$ cat config.mk
export PLATFORM = sky130hd
export DESIGN_NAME = cdr_pi_ctrl
export DESIGN_NICKNAME = d
export VERILOG_FILES = /design/src/rtl/cdr_pi_ctrl.sv
export SDC_FILE = /design/constraint.sdc
export NUM_CORES = 1
export LEC_CHECK = 0
export CAP_MARGIN = 0
export CORE_UTILIZATION = 60
export CTS_BUF_LIST = sky130_fd_sc_hd__clkbuf_4 sky130_fd_sc_hd__clkbuf_8
export DETAILED_ROUTE_END_ITERATION = 6
export HOLD_SLACK_MARGIN = 0.06
export PLACE_DENSITY = 0.81
export SLEW_MARGIN = 20
export SYNTH_ARGS = -nofsm -noshare
export SYNTH_HDL_FRONTEND = slang
export SYNTH_SLANG_ARGS = --single-unit
$ cat constraint.sdc
create_clock -name clk -period 4.2 [get_ports clk]
set_input_delay 1.05 -clock clk [delete_from_list [all_inputs] [get_ports clk]]
set_output_delay 1.05 -clock clk [all_outputs]
set_load 0.05 [all_outputs]
$ cat src/rtl/cdr_pi_ctrl.sv
// CDR loop controller: early/late vote integrator, wrapping PI code stepper, lock FSM.
// Define CDR_PI_GRAY_OUT_EN to present pi_code as registered Gray code.
module cdr_pi_ctrl #(
  parameter int CODE_W       = 6,
  parameter int THRESH       = 8,
  parameter int ACQ_STEP     = 4,
  parameter int ACQ_CYCLES   = 256,
  parameter int LOCK_WIN     = 64,
  parameter int LOCK_MAX_UPD = 2,
  parameter int LOCK_CNT     = 4,
  parameter int UNLOCK_UPD   = 6
) (
  input  logic              clk,
  input  logic              rst,
  input  logic              en,
  input  logic              up,
  input  logic              dn,
  output logic [CODE_W-1:0] pi_code,
  output logic              pi_code_vld,
  output logic              locked,
  output logic              lol,
  output logic [1:0]        state
);

  localparam int IW = $clog2(THRESH) + 2;
  localparam int PW = $clog2(ACQ_CYCLES);
  localparam int WW = $clog2(LOCK_WIN);
  localparam int UW = $clog2(LOCK_WIN + 1);
  localparam int QW = $clog2(LOCK_CNT + 1);

  localparam logic signed [IW-1:0] THR_P = IW'(THRESH);
  localparam logic signed [IW-1:0] THR_N = -THR_P;
  localparam logic [UW-1:0] UMAX = '1;

  typedef enum logic [1:0] {
    S_IDLE  = 2'd0,
    S_ACQ   = 2'd1,
    S_TRACK = 2'd2,
    S_LOCK  = 2'd3
  } st_t;

  st_t st_q, st_d;

  logic signed [IW-1:0] integ_q, integ_d;
  logic signed [IW-1:0] vote, sum;
  logic [CODE_W-1:0]    code_q, code_d, stp_sz;
  logic [PW-1:0]        ph_q, ph_d;
  logic [WW-1:0]        win_q, win_d;
  logic [UW-1:0]        upd_q, upd_d, upd_tot;
  logic [QW-1:0]        qt_q, qt_d, qt_nx;
  logic                 step_up, step_dn, stepped;
  logic                 win_end, vld_d, lol_d;

  always_comb begin
    vote = '0;
    if (up && !dn) vote = IW'(1);
    else if (dn && !up) vote = -IW'(1);
  end

  assign sum     = integ_q + vote;
  assign step_up = sum >= THR_P;
  assign step_dn = sum <= THR_N;
  assign stepped = step_up || step_dn;
  assign stp_sz  = (st_q == S_ACQ) ? CODE_W'(ACQ_STEP) : CODE_W'(1);
  assign win_end = win_q == WW'(LOCK_WIN - 1);
  // The update landing on the last window cycle still counts.
  assign upd_tot = (upd_q == UMAX) ? upd_q : upd_q + UW'(stepped);

  always_comb begin
    st_d    = st_q;
    integ_d = integ_q;
    code_d  = code_q;
    ph_d    = ph_q;
    win_d   = win_q;
    upd_d   = upd_q;
    qt_d    = qt_q;
    qt_nx   = qt_q;
    vld_d   = 1'b0;
    lol_d   = 1'b0;
    if (!en) begin
      st_d    = S_IDLE;
      integ_d = '0;
      ph_d    = '0;
      win_d   = '0;
      upd_d   = '0;
      qt_d    = '0;
    end else if (st_q == S_IDLE) begin
      st_d = S_ACQ;
      ph_d = '0;
    end else begin
      integ_d = stepped ? '0 : sum;
      vld_d   = stepped;
      if (step_up) code_d = code_q + stp_sz;
      else if (step_dn) code_d = code_q - stp_sz;
      case (st_q)
        S_ACQ: begin
          if (ph_q == PW'(ACQ_CYCLES - 1)) begin
            st_d  = S_TRACK;
            win_d = '0;
            upd_d = '0;
            qt_d  = '0;
          end else begin
            ph_d = ph_q + 1'b1;
          end
        end
        default: begin
          if (win_end) begin
            win_d = '0;
            upd_d = '0;
            if (st_q == S_TRACK) begin
              qt_nx = (upd_tot <= UW'(LOCK_MAX_UPD)) ? qt_q + 1'b1 : '0;
              qt_d  = qt_nx;
              if (qt_nx == QW'(LOCK_CNT)) st_d = S_LOCK;
            end else if (upd_tot > UW'(UNLOCK_UPD)) begin
              st_d    = S_ACQ;
              lol_d   = 1'b1;
              integ_d = '0;
              ph_d    = '0;
            end
          end else begin
            win_d = win_q + 1'b1;
            upd_d = upd_tot;
          end
        end
      endcase
    end
  end

  always_ff @(posedge clk or posedge rst) begin
    if (rst) begin
      st_q        <= S_IDLE;
      integ_q     <= '0;
      code_q      <= '0;
      ph_q        <= '0;
      win_q       <= '0;
      upd_q       <= '0;
      qt_q        <= '0;
      pi_code     <= '0;
      pi_code_vld <= 1'b0;
      locked      <= 1'b0;
      lol         <= 1'b0;
    end else begin
      st_q        <= st_d;
      integ_q     <= integ_d;
      code_q      <= code_d;
      ph_q        <= ph_d;
      win_q       <= win_d;
      upd_q       <= upd_d;
      qt_q        <= qt_d;
`ifdef CDR_PI_GRAY_OUT_EN
      pi_code     <= code_d ^ (code_d >> 1);
`else
      pi_code     <= code_d;
`endif
      pi_code_vld <= vld_d;
      locked      <= (st_d == S_LOCK);
      lol         <= lol_d;
    end
  end

  assign state = st_q;

endmodule

==> qor.yml <==
outcome: "complete, but fails checks"
violations: "negative setup slack"
crit_arrival_ns: 4.49
rsz0062_at_grt: "yes"
cp.required_ns: 4.44
endpoint_kind: "flop"
vias: 2467
htree_levels: 2
worstSetupStartpointType: "input port"
finClkSkew_ns: 0.008460
dpl.hpwl_mm: 4.540
yosysUniqueCellTypes: 59
p_per_area_nw_per_um2: 367.3
tightest_slew_ns: 0.8108
path_max_fanout: 4
maxCapViolCount: 0
yosys.area.top_type: "dfrtp_1"
slew_violations: 0
synth_nets: 316
die_area_um2: 4721
synth_top_area_share_pct: 37.49
synthFlopType: "dfrtp_1"
ant_nets: 0
wl_mm: 6.458
leakage_nw: 1.475
num_rows: 23
grt_pass1_vias: 2191
synth_seq_cells: 40
post-route-min-period_ns: 4.248
final_design_area_no_fill_um2: 3468
hold_violations: 0
via_per_inst: 6.246
worstSetupPathType: "in -> reg"
layout.cells.non_filler: 395
drive_above_1_share_pct: 28.12
pwr-share-comb_pct: 42.3
slew_headroom_pct: 45.38
cts_tree: "built"
clkPwrFrac_pct: 21.4
grt.total_usage_pct: 28.07
internal_power_mw: 0.7932
syn-instance-count: 296
mostFrequentLayoutCells: "dfrtp_1, buf_4, nand2_1, o21ai_0"
synthesis.area_um2: 2670
grt_max_degree: 22
drt_drc_violations_left: 0
clockBufferDepth: 2
p_sw_mw: 0.4807
fp.dieW_um: 68.71
ios: 16
ys.warnings.count: 0
clk_latency_ns: 0.30
grt-ovfl-total: 0
fin_crit_sh_pct: 101.1
antenna_found_initial: 0
core_area_um2: 4144
synth.area.top_cells: "dfrtp_1, ha_1, o21ai_0, nand2_1, nand3_1"
numCtsBuffers: 5
hold_buffers: 0
nFillCells: 238
drt-initial-drc-count: 189
worst_slack_ns: -0.04816
synth_edf_count: 0
p_seq_share_pct: 36.2
mostFrequentLayoutCell: "dfrtp_1"
gp_congestion: 0.9209
grt_pass1_wl_mm: 9.639
dpl_cell_area_um2: 3166
hold_path.class: "reg -> reg"
peakVddDrop_mv: 0.5098
syn_to_final_growth_pct: 29.90
synth-seq-area-share_pct: 37.49
setup_viol: 1
nets: 364
switching_share_pct: 37.73
post-place-cells: 379
wl_per_cell_um: 16.35
async_flop_share_pct: 100.0
cts-root-buf: "clkbuf_8"
cts.sinks: 40
synth.avg_cell_area_um2: 9.020
n_antenna_cell: 0
portBuffers: 15
fmax_mhz: 235.4
die_h_um: 68.71
dr.pass1.iters: 5
cts.clk_slew.worst_paths_ns: 0.08
initial_core_util_pct: 64.43
critical path, cell delays in order:
cell and delay [ns]:
buf_12 0.09, inv_12 0.03, ha_4 0.24, inv_2 0.04, ha_4 0.17, ha_4 0.17
nand4b_1 0.11, o311ai_2 0.13, or3_4 0.38, a21o_1 0.21, nand2_4 0.08, ha_4 0.14
ha_4 0.13, and4_1 0.20, nand4_1 0.16, a32o_2 0.32, or4_4 0.56, nor3b_2 0.17
a21o_1 0.10
cells by family (layout without fill, tap and decap cells):
logic type,count (synthesis),after routing,share of synthesized area [%]
xor gates and xnor gates,8,8,2.624
muxes,9,9,3.561
adders and majority gates,15,15,7.310
DFF,40,40,37.49
AOI/OAI and AO/OA,85,85,21.74
buffers and inverters,22,71,3.795
and+or+nand+nor,117,117,23.48
per-stage QoR:
stage | util, % | total power [mW] | setup slack (ns) | hold slack, ns | TNS [ns]
after floorplan | - | 0.8193 | -0.2151 | 0.4455 | -1.845
after global placement | 76.39 | 0.9627 | -0.8517 | 0.4785 | -17.33
after detailed placement | 76.39 | 0.9801 | -0.9343 | 0.4838 | -19.67
after CTS | 80.53 | 1.262 | -0.002902 | 0.4978 | -0.002902
after global routing | 83.70 | 1.342 | -0.1399 | 0.5192 | -0.6200
final | 83.70 | 1.274 | -0.04816 | 0.4941 | -0.04816
power by group through the flow:
| stage | Clock [mW] | Combinational [mW] | Sequential (mW) |
|---|---|---|---|
| 2_1_floorplan | 0 | 0.253 | 0.566 |
| 3_3_place_gp | 0 | 0.496 | 0.467 |
| 3_5_place_dp | 0 | 0.511 | 0.469 |
| 4_1_cts | 0.277 | 0.523 | 0.462 |
| 5_1_grt | 0.293 | 0.583 | 0.466 |
| 6_report | 0.273 | 0.539 | 0.462 |
area by class of cell:
type                    instances  area, µm²  share of cell area, %
inverters                      12      57.56                  1.659
repair buffers                 51      442.9                  12.77
flip-flops and latches         40       1001                  28.86
clock buffers                   6      82.58                  2.381
multi-input cells             234       1807                  52.09
well taps                      50      62.56                  1.804
clock inverters                 2      15.01                 0.4329
Yosys cell counts, types with 4 or more instances:
master    count
nor2_1       17
xnor2_1       6
nand2_1      30
o211ai_1      6
nand3_1      17
ha_1         14
and3_1        4
mux2_2        4
or3_1         6
clkbuf_1      5
nand2b_1      7
nor2b_1       4
a21o_1        5
a22o_1        4
mux2i_1       5
inv_1        11
o21ai_0      25
nor3_1        7
dfrtp_1      40
and2_1        4
nand4_1       4
a21oi_1      16
per-layer routing:
| metal | track usage (%) | share of wire (%) |
|---|---|---|
| met5 | 0 | 0 |
| met4 | 8.418 | 1.2 |
| met3 | 4.770 | 4.0 |
| met2 | 47.79 | 48 |
| met1 | 36.53 | 46 |
state kept, by name (all words and copies together), names as in the netlist, 2 cells and up:
name / flops
code_q: 6
integ_q: 5
ph_q: 8
qt_q: 3
state: 2
upd_q: 7
win_q: 6
what timing repair did:
item | 4_1_cts | 5_1_grt
buffers inserted | 5 | 3
setup endpoints to repair | 24 | 19
resized for setup | 19 | 26
pin swaps | 15 | 8
worst paths after layout:
path                            start       end  slack, ns  cells past startpoint
max in group asynchronous         rst   ph_q[2]       2.25                      3
hold / removal               win_q[5]  win_q[5]       0.49                      1
min in group asynchronous         rst  upd_q[1]       1.17                      2
hold reg to reg              win_q[5]  win_q[5]       0.49                      1
setup / recovery                   up   qt_q[2]      -0.05                     19
setup reg to reg           integ_q[1]   qt_q[2]       0.51                     15
Power figures use the tool's default switching activity.
